[src/rtl/pkt_pkg.sv]
// Shared types and helpers for the packet write-side controller:
// FSM state encoding, header field layout and eop byte-enable mapping.
package pkt_pkg;

    typedef enum logic [2:0] {
        IDLE,
        WAIT_SOP,
        DATA,
        DRAIN,
        HDR_WR,
        TS_WR,
        DONE
    } state_t;

    localparam int TRUNC_BIT = 31;
    localparam int WCNT_MSB  = 30;
    localparam int WCNT_LSB  = 16;
    localparam int BLEN_MSB  = 15;
    localparam int BLEN_LSB  = 0;

    // s_empty counts unused high bytes, so enables cover the low bytes only
    function automatic logic [3:0] empty_to_be(input logic [1:0] empty);
        logic [3:0] be;
        case (empty)
            2'd0:    be = 4'hF;
            2'd1:    be = 4'h7;
            2'd2:    be = 4'h3;
            default: be = 4'h1;
        endcase
        return be;
    endfunction

    function automatic logic [31:0] build_hdr(input logic        trunc,
                                              input logic [14:0] wcnt,
                                              input logic [15:0] blen);
        logic [31:0] h;
        h                     = '0;
        h[TRUNC_BIT]          = trunc;
        h[WCNT_MSB:WCNT_LSB]  = wcnt;
        h[BLEN_MSB:BLEN_LSB]  = blen;
        return h;
    endfunction

endpackage

[src/rtl/pkt_wr_ctrl.sv]
// Captures one streamed frame into a word-addressed memory ring behind a reserved
// header slot, then writes the header. Optional feature macro: PKT_WR_TIMESTAMP_EN.
module pkt_wr_ctrl
    import pkt_pkg::*;
#(
    parameter int          ADDR_W        = 32,
    parameter int unsigned RING_BASE     = 0,
    parameter int          RING_WORDS    = 4096,
    parameter int          MAX_PKT_WORDS = 380,
    localparam int         PTR_W         = $clog2(RING_WORDS)
) (
    input  logic              clk,
    input  logic              reset,
    input  logic              wr_ctrl,
    output logic              wr_ctrl_rdy,
    input  logic [31:0]       s_data,
    input  logic              s_valid,
    output logic              s_ready,
    input  logic              s_sop,
    input  logic              s_eop,
    input  logic [1:0]        s_empty,
    output logic [ADDR_W-1:0] m_address,
    output logic [31:0]       m_writedata,
    output logic [3:0]        m_byteenable,
    output logic              m_write,
    input  logic              m_waitrequest,
    output logic [PTR_W-1:0]  wr_ptr_out,
    output logic [15:0]       pkt_count
);

`ifdef PKT_WR_TIMESTAMP_EN
    localparam int HDR_SLOTS = 2;
`else
    localparam int HDR_SLOTS = 1;
`endif

    localparam logic [14:0] MAX_W = 15'(MAX_PKT_WORDS);

    state_t              r_state;
    logic [PTR_W-1:0]    r_wr_ptr;
    logic [PTR_W-1:0]    r_hdr_ptr;
    logic [14:0]         r_wcnt;
    logic [15:0]         r_blen;
    logic                r_trunc;
    logic                r_eop_seen;
    logic                r_rdy;
    logic [15:0]         r_pkt_count;
    logic [ADDR_W-1:0]   r_m_address;
    logic [31:0]         r_m_writedata;
    logic [3:0]          r_m_be;
    logic                r_m_write;
`ifdef PKT_WR_TIMESTAMP_EN
    logic [31:0]         r_cycle;
    logic [31:0]         r_ts;
`endif

    logic                w_wr_done;
    logic                w_acc;
    logic                w_beat;
    logic                w_store;
    logic [2:0]          w_beat_bytes;
    logic [15:0]         w_blen_nxt;

    function automatic logic [15:0] blen_sat_add(input logic [15:0] a, input logic [2:0] b);
        logic [16:0] sum;
        sum = {1'b0, a} + {14'd0, b};
        return sum[16] ? 16'hFFFF : sum[15:0];
    endfunction

    function automatic logic [ADDR_W-1:0] ring_addr(input logic [PTR_W-1:0] ptr);
        return ADDR_W'(RING_BASE) + ADDR_W'({ptr, 2'b00});
    endfunction

    assign w_wr_done    = !r_m_write || !m_waitrequest;
    assign w_acc        = s_valid && s_ready;
    assign w_beat       = w_acc && ((r_state == DATA) || ((r_state == WAIT_SOP) && s_sop));
    assign w_store      = (r_wcnt < MAX_W);
    assign w_beat_bytes = s_eop ? (3'd4 - {1'b0, s_empty}) : 3'd4;
    assign w_blen_nxt   = blen_sat_add(r_blen, w_beat_bytes);

    // Once the eop beat is taken, stop accepting until the frame's last write retires
    always_comb begin
        s_ready = 1'b0;
        case (r_state)
            WAIT_SOP: s_ready = 1'b1;
            DATA:     s_ready = !r_eop_seen && w_wr_done;
            DRAIN:    s_ready = 1'b1;
            default:  s_ready = 1'b0;
        endcase
    end

    always_ff @(posedge clk) begin
        if (reset) begin
            r_state       <= IDLE;
            r_wr_ptr      <= '0;
            r_hdr_ptr     <= '0;
            r_wcnt        <= '0;
            r_blen        <= '0;
            r_trunc       <= 1'b0;
            r_eop_seen    <= 1'b0;
            r_rdy         <= 1'b0;
            r_pkt_count   <= '0;
            r_m_address   <= '0;
            r_m_writedata <= '0;
            r_m_be        <= '0;
            r_m_write     <= 1'b0;
`ifdef PKT_WR_TIMESTAMP_EN
            r_ts          <= '0;
`endif
        end else begin
            case (r_state)
                IDLE: begin
                    r_m_write <= 1'b0;
                    if (wr_ctrl) begin
                        r_hdr_ptr  <= r_wr_ptr;
                        r_wr_ptr   <= r_wr_ptr + PTR_W'(HDR_SLOTS);
                        r_wcnt     <= '0;
                        r_blen     <= '0;
                        r_trunc    <= 1'b0;
                        r_eop_seen <= 1'b0;
                        r_state    <= WAIT_SOP;
                    end
                end

                WAIT_SOP, DATA: begin
                    if (w_beat) begin
                        r_blen <= w_blen_nxt;
`ifdef PKT_WR_TIMESTAMP_EN
                        if (r_state == WAIT_SOP) r_ts <= r_cycle;
`endif
                        if (w_store) begin
                            r_m_write     <= 1'b1;
                            r_m_address   <= ring_addr(r_wr_ptr);
                            r_m_writedata <= s_data;
                            r_m_be        <= s_eop ? empty_to_be(s_empty) : 4'hF;
                            r_wr_ptr      <= r_wr_ptr + PTR_W'(1);
                            r_wcnt        <= r_wcnt + 15'd1;
                            r_eop_seen    <= s_eop;
                            r_state       <= DATA;
                        end else begin
                            r_trunc <= 1'b1;
                            if (s_eop) begin
                                r_m_write     <= 1'b1;
                                r_m_address   <= ring_addr(r_hdr_ptr);
                                r_m_writedata <= build_hdr(1'b1, r_wcnt, w_blen_nxt);
                                r_m_be        <= 4'hF;
                                r_state       <= HDR_WR;
                            end else begin
                                r_m_write <= 1'b0;
                                r_state   <= DRAIN;
                            end
                        end
                    end else if (w_wr_done) begin
                        if (r_eop_seen) begin
                            r_m_write     <= 1'b1;
                            r_m_address   <= ring_addr(r_hdr_ptr);
                            r_m_writedata <= build_hdr(r_trunc, r_wcnt, r_blen);
                            r_m_be        <= 4'hF;
                            r_state       <= HDR_WR;
                        end else begin
                            r_m_write <= 1'b0;
                        end
                    end
                end

                DRAIN: begin
                    if (w_acc) begin
                        r_blen <= w_blen_nxt;
                        if (s_eop) begin
                            r_m_write     <= 1'b1;
                            r_m_address   <= ring_addr(r_hdr_ptr);
                            r_m_writedata <= build_hdr(1'b1, r_wcnt, w_blen_nxt);
                            r_m_be        <= 4'hF;
                            r_state       <= HDR_WR;
                        end
                    end
                end

                HDR_WR: begin
                    if (!m_waitrequest) begin
`ifdef PKT_WR_TIMESTAMP_EN
                        r_m_address   <= ring_addr(r_hdr_ptr + PTR_W'(1));
                        r_m_writedata <= r_ts;
                        r_m_be        <= 4'hF;
                        r_state       <= TS_WR;
`else
                        r_m_write   <= 1'b0;
                        r_pkt_count <= r_pkt_count + 16'd1;
                        r_rdy       <= 1'b1;
                        r_state     <= DONE;
`endif
                    end
                end

`ifdef PKT_WR_TIMESTAMP_EN
                TS_WR: begin
                    if (!m_waitrequest) begin
                        r_m_write   <= 1'b0;
                        r_pkt_count <= r_pkt_count + 16'd1;
                        r_rdy       <= 1'b1;
                        r_state     <= DONE;
                    end
                end
`endif

                DONE: begin
                    r_m_write <= 1'b0;
                    if (!wr_ctrl) begin
                        r_rdy   <= 1'b0;
                        r_state <= IDLE;
                    end
                end

                default: begin
                    r_m_write <= 1'b0;
                    r_rdy     <= 1'b0;
                    r_state   <= IDLE;
                end
            endcase
        end
    end

`ifdef PKT_WR_TIMESTAMP_EN
    always_ff @(posedge clk) begin
        if (reset) r_cycle <= '0;
        else       r_cycle <= r_cycle + 32'd1;
    end
`endif

    assign wr_ctrl_rdy  = r_rdy;
    assign m_address    = r_m_address;
    assign m_writedata  = r_m_writedata;
    assign m_byteenable = r_m_be;
    assign m_write      = r_m_write;
    assign wr_ptr_out   = r_wr_ptr;
    assign pkt_count    = r_pkt_count;

endmodule
[config.mk]
export PLATFORM = sky130hd
export DESIGN_NAME = pkt_wr_ctrl
export DESIGN_NICKNAME = d
export VERILOG_FILES = /design/src/rtl/pkt_pkg.sv /design/src/rtl/pkt_wr_ctrl.sv
export SDC_FILE = /design/constraint.sdc
export NUM_CORES = 1
export LEC_CHECK = 0
export CAP_MARGIN = 15
export CORE_MARGIN = 4
export CORE_UTILIZATION = 45
export CTS_CLUSTER_DIAMETER = 100
export CTS_CLUSTER_SIZE = 8
export DETAILED_ROUTE_END_ITERATION = 8
export PLACE_DENSITY_LB_ADDON = 0.3
export SLEW_MARGIN = 20
export SYNTH_ARGS = -nofsm -noshare
export SYNTH_HDL_FRONTEND = slang
export SYNTH_SLANG_ARGS = --single-unit
export TNS_END_PERCENT = 1
[constraint.sdc]
create_clock -name clk -period 3.12 [get_ports clk]
set_input_delay 0.624 -clock clk [delete_from_list [all_inputs] [get_ports clk]]
set_output_delay 0.624 -clock clk [all_outputs]
set_load 0.02 [all_outputs]
==> results of run 1 <==
## placed cells by master (no fill, tap or decap), drive strengths merged, types with 17 or more instances in the layout
cell | Yosys | layout
nand2 | 69 | 69
buf | 23 | 69
clkbuf | 57 | 19
a211oi | 34 | 34
clkdlybuf4s50 | 0 | 137
or3 | 32 | 32
dfxtp | 146 | 146
and2 | 39 | 39
nor2 | 85 | 85
nor3 | 38 | 38
mux2i | 32 | 32
nand3 | 17 | 17
xor2 | 29 | 29
o21ai | 73 | 73
and3 | 23 | 23
a21oi | 101 | 101
## report_power, final
group	switching [µW]	leakage, µW	internal, µW
clock network	838	0.000286	1210
registers	285	0.00118	2160
logic	1830	0.00235	1440
total	2950	0.00382	4810
## flip-flops by register name (all words and copies together) (netlist names), 3 cells and up
name	cells
m_address	32
r_blen	16
r_wcnt	15
pkt_count	16
r_state	3
m_byteenable	4
wr_ptr_out	12
m_writedata	32
r_hdr_ptr	12
## repair_timing
action                                  in CTS  in global routing
endpoints found under the setup margin       0                  6
buffers inserted                             0                  0
gates resized for setup                      0                  2
## routing by layer
metal,track usage,up-vias,wire length [µm]
met2,0.3646,276,10320
li1,-,3728,-
met3,0.04420,35,1322
met4,0.07644,2,426
met1,0.3091,3573,10150
met5,0,-,13
## how the worst max path moves through the flow
stage / startpoint / to / slack [ns] / depth (start not counted)
finish: s_empty[0] / m_writedata[15] / 0.12 / 11
global route: s_empty[0] / m_writedata[13] / -0.04 / 13
CTS: s_empty[0] / m_writedata[1] / 0.09 / 11
detailed placement: s_empty[0] / m_writedata[1] / -0.33 / 11
global placement: s_empty[0] / m_writedata[15] / -0.24 / 11
floorplan: s_eop / m_writedata[13] / 0.03 / 12
## cells by family after synthesis
logic type / count (synthesis) / share of synthesized area
multiplexers: 34 / 0.04498
buffers and inverters: 91 / 0.04925
adder cells (fa/ha/maj): 10 / 0.01740
flip-flops: 146 / 0.3835
AND/OR/NAND/NOR: 344 / 0.2270
XOR/XNOR: 37 / 0.04251
AO/OA/AOI/OAI: 289 / 0.2354
## metrics by stage
| stage | hold slack [ns] | instance area [µm²] |
|---|---|---|
| 2_1_floorplan | 0.4319 | 7624 |
| 3_3_place_gp | 0.4415 | 9523 |
| 3_5_place_dp | 0.4426 | 9523 |
| 4_1_cts | 0.4621 | 10110 |
| 5_1_grt | 0.4664 | 10120 |
| 6_report | 0.4610 | 10120 |
## synth_stat cells (29+ instances only)
cell | n | area share
nand2_1 | 69 | 0.034
a211oi_1 | 33 | 0.033
a21oi_1 | 99 | 0.065
and2_1 | 37 | 0.030
nor3_1 | 38 | 0.025
xor2_1 | 29 | 0.033
or3_1 | 32 | 0.026
clkbuf_1 | 57 | 0.028
o21ai_0 | 72 | 0.047
dfxtp_1 | 146 | 0.38
nor2_1 | 85 | 0.042
mux2i_1 | 32 | 0.042
## cell type report
| cell class | instances | area, µm² |
|---|---|---|
| Antenna cell | 1 | 2.502 |
| Clock buffer | 19 | 442.9 |
| Clock inverter | 13 | 146.4 |
| Fill cell | 1548 | 6465 |
| Inverter | 11 | 41.29 |
| Multi-Input combinational cell | 714 | 4338 |
| Sequential cell | 146 | 2923 |
| Tap cell | 220 | 275.3 |
| Timing Repair Buffer | 206 | 1949 |
==> reports/qor.csv, run 1 <==
metric,value,unit
Post-Place Cells,1297,
Yosys warning total,0,
Post-Route Skew,0.009678,ns
worst hold stages,1,
WHS Endpoint,m_address[1],
via count,7614,
Final Max Tran Viols,0,
worst reg-to-reg setup slack,0.65,ns
DR vias/cell,5.725,
P_leak,0.003819,µW
"flops & latches, synth",146,
Max Fclk,333.4,MHz
Worst-Margin Slew,0.7573,ns
global-route wire length before repair,36.85,mm
Max Root-Sink Buffers,2,
ys flop type,dfxtp_1,
"Top cell by count, worst path",and2_1,
CP peak stage delay,0.53,ns
maximum vdd ir drop,479.4,µV
fin nets,1147,
hold path start,m_address[1],
Clock Sinks,146,
hpwl dp,15.04,mm
Post-Route WL,22.24,mm
crit path time final,3.000,ns
post-route clock period utilization,0.9614,
die area,19080,µm²
post-synthesis sequential area ratio,0.3835,
Chip Width,138.1,µm
cells along the critical path,clkdlybuf4s50_1 > inv_1 > ha_1 > and2_1 > fa_1 > a21oi_1 > nor2_1 > and2_1 > mux2_2 > a211oi_1 > o31ai_1,
H-tree depth,4,
Post-Place Worst Slack,-0.3334,ns
Fin. Hold Viols,0,
CTS Buf Count,17,
Buffers & Inverters on Critical Path,2,
required time worst endpoint,3.40,ns
DRT antenna net count,0,
power per standard cell area,767.2,nW/µm²
RSZ-0062 raised after global routing,yes,
crit path max fanout,6,
Worst EP arrival,3.28,ns
Max-cap violations,0,
Core Area,16580,µm²
Critical Path Start Type,primary input,
DR pass1 iterations,5,
"Cell Area, Synth",7622,µm²
Hold Crit Class,register to register,
syn_nets,1002,
clk_lat worst skew,0.42,ns
outcome,finished clean,
depth of the worst register-to-register path,8,
vias in the first global route,7249,
CP endpoint kind,register,
ys async rst share,0,
final design utilization,0.6102,
Die Ht,138.1,µm
row count,47,
GRT Util Overall,0.2275,
clk slew on worst S/H paths,0.06,ns
Post-synth EDFFs,0,
cells after synthesis,951,
DRT iter0 DRCs,502,
WS Path Type,primary input to register,
IO buf count,139,
residual DRC count,0,
TritonCTS clock tree,built,
setup TNS,0,ns
Starting Density,0.4596,
wire length per cell,16.72,µm
Final setup viols,0,
largest net degree at the start of global routing,70,
initial antenna violation count,2,
CP top delay family,adder cells,
reg2reg end,r_blen[6],
Hold Buf Count CTS,0,
share of layout cells above drive strength 1,0.1055,
CP max-delay cell,clkdlybuf4s50_1,
Placer Congestion,0.9114,
Mapped Avg Cell Area,8.015,µm²
worst rel slew slack,0.4951,
R2R Path Start,r_state[1],
root buf cell,clkbuf_16,
Final Worst Setup Slack,0.1203,ns
"Distinct cells, synth",58,
Non-Filler Instances,1330,
P&R area growth vs syn,32.75,%
Tot Pwr,7763,µW
total gr overflow,0,
I/O pin count,140,
(Power assumes the default switching activity.)
==> inputs of run 2 (changes only) <==
CORE_MARGIN = 2   (was 4)
==> run 2 against run 1 <==
- design area down 0.76%
- combinational power down 6%
- setup slack better by 0.047 ns
- critical path depth up 2
- flip-flop and latch count unchanged
- core utilization down 0.46 points
- non-clock buffer count down 5
- clock power about the same
- worst hold slack worse by 0.0053 ns
- clock skew down 0.0011 ns
- first-iteration DRC count up 12%
- register-to-register slack worse by 0.12 ns
- largest power group unchanged
==> reports/qor.csv, run 2 (synthesis gave the netlist of run 1 again) <==
metric,value,unit
share of layout cells above drive strength 1,0.1033,
Placer Congestion,0.8694,
n_diodes,0,
P&R area growth vs syn,31.75,%
Hold Buf Count CTS,0,
Fin. Hold Viols,0,
crit path time final,2.953,ns
DRT antenna net count,0,
hpwl dp,14.55,mm
Max-cap violations,0,
initial antenna violation count,1,
CP endpoint kind,register,
Final setup viols,0,
DRT iter0 DRCs,561,
Max Root-Sink Buffers,2,
Post-Route Skew,0.008532,ns
worst hold slack,0.4557,ns
WS Path Type,primary input to register,
required time worst endpoint,3.46,ns
via count,7516,
die area,17990,µm²
worst rel slew slack,0.5126,
GRT Util Overall,0.2442,
"commonest non-fill, non-tap cell in the layout",dfxtp_1,
wire length per cell,16.42,µm
IO buf count,139,
Final Instance Area,10040,µm²
P_leak,0.003778,µW
Max Fclk,338.7,MHz
clk_lat worst skew,0.42,ns
residual DRC count,0,
Critical Path Start Type,primary input,
Worst-Margin Slew,0.7285,ns
Post-Route WL,21.74,mm
fin nets,1142,
clk slew on worst S/H paths,0.06,ns
most frequent cells in the layout,"dfxtp_1 (146), clkdlybuf4s50_1 (137), a21oi_1 (98)",
total gr overflow,0,
Starting Density,0.4596,
power per standard cell area,753.4,nW/µm²
maximum vdd ir drop,462.1,µV
CTS Buf Count,17,
Hold Crit Class,register to register,
largest net degree at the start of global routing,55,
DR pass1 iterations,6,
Core Area,16580,µm²
vias in the first global route,6869,
Final Max Tran Viols,0,
Chip Width,134.1,µm
global-route wire length before repair,35.68,mm
I/O pin count,140,
post-route clock period utilization,0.9463,
TritonCTS clock tree,built,
Die Ht,134.1,µm
H-tree depth,4,
DR vias/cell,5.677,
RSZ-0062 raised after global routing,no,
worst reg-to-reg setup slack,0.53,ns
outcome,finished clean,
root buf cell,clkbuf_16,
crit path max fanout,7,
DP Area,9448,µm²
Clock Sinks,146,
Worst EP arrival,3.29,ns
row count,47,
-- run 2: layout make-up --
cell class | count | area [µm²]
clock inverter | 12 | 121.4
inverter | 11 | 41.29
clock buffer | 20 | 466.7
sequential | 146 | 2923
fill | 1523 | 6541
timing repair buffer | 201 | 1874
multi-input combinational | 714 | 4340
tap | 220 | 275.3
-- run 2: critical path, stage by stage --
cell,delay [ns]
clkdlybuf4s50_1,0.52
inv_1,0.08
ha_1,0.28
and2_1,0.19
buf_4,0.14
ha_1,0.26
nand3_1,0.12
buf_4,0.17
a21o_1,0.22
nor3_1,0.21
nor4b_1,0.08
o21a_1,0.19
o31ai_1,0.20
-- run 2: final timing paths --
| kind | to | start | cells after the start |
|---|---|---|---|
| worst min register to register | m_address[25] | m_address[25] | 1 |
| worst max-delay path | m_writedata[13] | s_empty[0] | 13 |
| worst max register to register | m_writedata[3] | r_state[0] | 8 |
| worst min-delay path | m_address[25] | m_address[25] | 1 |
-- run 2: where the power goes --
group	leakage, µW	switching, µW	internal [µW]	total [µW]
Clock	0.000282	842	1180	2020
Combinational	0.00231	1750	1330	3080
Sequential	0.00118	311	2160	2470
-- run 2: what timing repair did --
action | in CTS | in global routing
endpoints found under the setup margin | 0 | 5
buffers inserted | 0 | 0
resized for setup | 0 | 3
-- run 2: metal layers --
| layer | part of all wire | global-route usage | up-vias |
|---|---|---|---|
| li1 | - | - | 3723 |
| met1 | 0.46 | 0.3376 | 3498 |
| met2 | 0.46 | 0.3829 | 269 |
| met3 | 0.064 | 0.04422 | 26 |
| met4 | 0.014 | 0.08889 | 0 |
| met5 | 0 | 0 | - |
-- run 2: through the flow --
stage               power (µW)  utilization  setup TNS (ns)  std cells  setup slack (ns)
floorplan                 4375            -               0        951           0.03470
global placement          5517       0.5697          -3.298       1292           -0.2333
detailed placement        5554       0.5697          -3.852       1292           -0.2842
CTS                       7582       0.6052               0       1324            0.1134
global route              8021       0.6056               0       1324          0.004911
finish                    7566       0.6056               0       1324            0.1675
==> variant: new RTL, config.mk and constraints of run 2 <==
Add a define of `PKT_WR_TIMESTAMP_EN`.
--- a/src/rtl/pkt_wr_ctrl.sv
+++ b/src/rtl/pkt_wr_ctrl.sv
@@ -1,5 +1,7 @@
 // Captures one streamed frame into a word-addressed memory ring behind a reserved
 // header slot, then writes the header. Optional feature macro: PKT_WR_TIMESTAMP_EN.
+`define PKT_WR_TIMESTAMP_EN
+
 module pkt_wr_ctrl
     import pkt_pkg::*;
 #(
Check against the original RTL: not equivalent (a bounded check fails within 4 cycles, from zero or initial values and one cycle with reset high).
==> variant against run 2 <==
Utilization decreased by 3.2 points; largest power group unchanged; total power increased by 27%; highest routed layer unchanged; maximum frequency shrank 0.44%; sequential cell count grew 64; routed wire length up 61%; worst setup slack lost 13 ps; synthesized area up 45%; final area is 39% higher.
==> variant: results <==
{
  "skew_ps": 12.8,
  "h-tree-depth": 1,
  "synth_area_per_cell_um2": 7.87,
  "cts_buffers": 30,
  "path_clk_slew_ps": 50,
  "grt_start_max_net_pins": 91,
  "wl_met2_um": 16200,
  "grt_pass1_wl_um": 56100,
  "place_hpwl_um": 24200,
  "synth-async-reset-ratio_pct": 0,
  "stdcell_count": 1874,
  "wl_met3_um": 2620,
  "max-vdd-ir-drop_v": 0.000478,
  "vias": 11153,
  "clk_latency_ps": 550,
  "drt_iter0_drc": 972,
  "grt_pass1_vias": 10478,
  "p_leak_nw": 4.79,
  "drive_above_1_share_pct": 9.74,
  "place_area_mm2": 0.0131,
  "grt_use_met3_pct": 4.67,
  "met2_usage_pct": 42.4,
  "critPathArrivalTime_ps": 3380,
  "first_pass_iters": 8,
  "grt.total_usage_pct": 26.2,
  "pre_cts_slack_ps": -404,
  "outcome": "finished, final reports clean",
  "relSlewSlack_pct": 58.0,
  "synth.distinct_cells": 83,
  "syn-num-nets": 1461,
  "crit_fanout": 5,
  "drt-met1-wl_um": 15000,
  "finalWirelength_um": 35000,
  "postRouteAntennaNets": 0,
  "clock_path_buffers": 3,
  "antenna_found_initial": 0,
  "fillers": 2237,
  "yosys_warnings": 0,
  "gp_congestion": 0.915,
  "ys_seq_area_share_pct": 38.0,
  "critical_path.top_delay_family": "compound AO/OA/AOI/OAI gates",
  "synth_area_leaders": "dfxtp_1 38%, nor2_1 6.7%, nand2_1 5.8%, a21oi_1 5.4%, o21ai_0 2.8%",
  "synth_commonest_cells": "210 x dfxtp_1, 198 x nor2_1, 172 x nand2_1",
  "place_inst": 1842,
  "grt_use_met1_pct": 34.9,
  "nNetsFinal": 1604
}
[variant: changes by cell type in the layout (fill, tap and decap cells not counted), sizes merged, moves of 18 or more]
cell    before  now
nor2        85  199
nand2       69  172
o211ai       9   27
xnor2        8   28
a21oi      101  120
or3         32    8
nand3       17   39
buf         64   87
dfxtp      146  210
[variant: layout make-up]
class                      instances  area [µm²]  area share, %
clock buffer                      30         751           5.40
clock inverter                     2        25.0          0.180
inverter                          20        75.1          0.540
multi-input combinational       1064        6310           45.4
sequential                       210        4200           30.2
tap                              324         405           2.91
timing repair buffer             224        2140           15.4
[variant: logic make-up (layout without fill, tap and decap cells)]
logic type | Yosys count | in the layout | synth area share, %
AND/OR/NAND/NOR | 579 | 579 | 24.4
AO/OA/AOI/OAI | 383 | 383 | 23.5
flip-flops | 210 | 210 | 38.0
buffers and inverters | 133 | 276 | 5.19
XOR/XNOR | 63 | 63 | 4.98
multiplexers | 26 | 26 | 2.35
adder cells (fa/ha/maj) | 13 | 13 | 1.54
[variant: repair_timing]
item | CTS | global route
setup endpoints to repair | 0 | 1
buffers inserted | 0 | 0
gates resized for setup | 0 | 1
hold buffers | 0 | 0
[variant: worst paths after layout]
kind,startpoint,slack [ps],endpoint,cells past startpoint
hold / removal,r_ts[29]$_SDFFE_PP0P_,450,r_ts[29]$_SDFFE_PP0P_,2
setup / recovery,s_empty[0],150,m_writedata[11]$_SDFFE_PP0P_,11
setup reg to reg,r_wcnt[4]$_SDFFE_PP0P_,490,m_writedata[19]$_SDFFE_PP0P_,7
hold reg to reg,r_ts[29]$_SDFFE_PP0P_,450,r_ts[29]$_SDFFE_PP0P_,2
[variant: power by group]
group          switching (mW)  internal, mW
combinational            2.19          1.41
sequential              0.296          2.91
clock                    1.14          1.67
total                    3.63          5.99
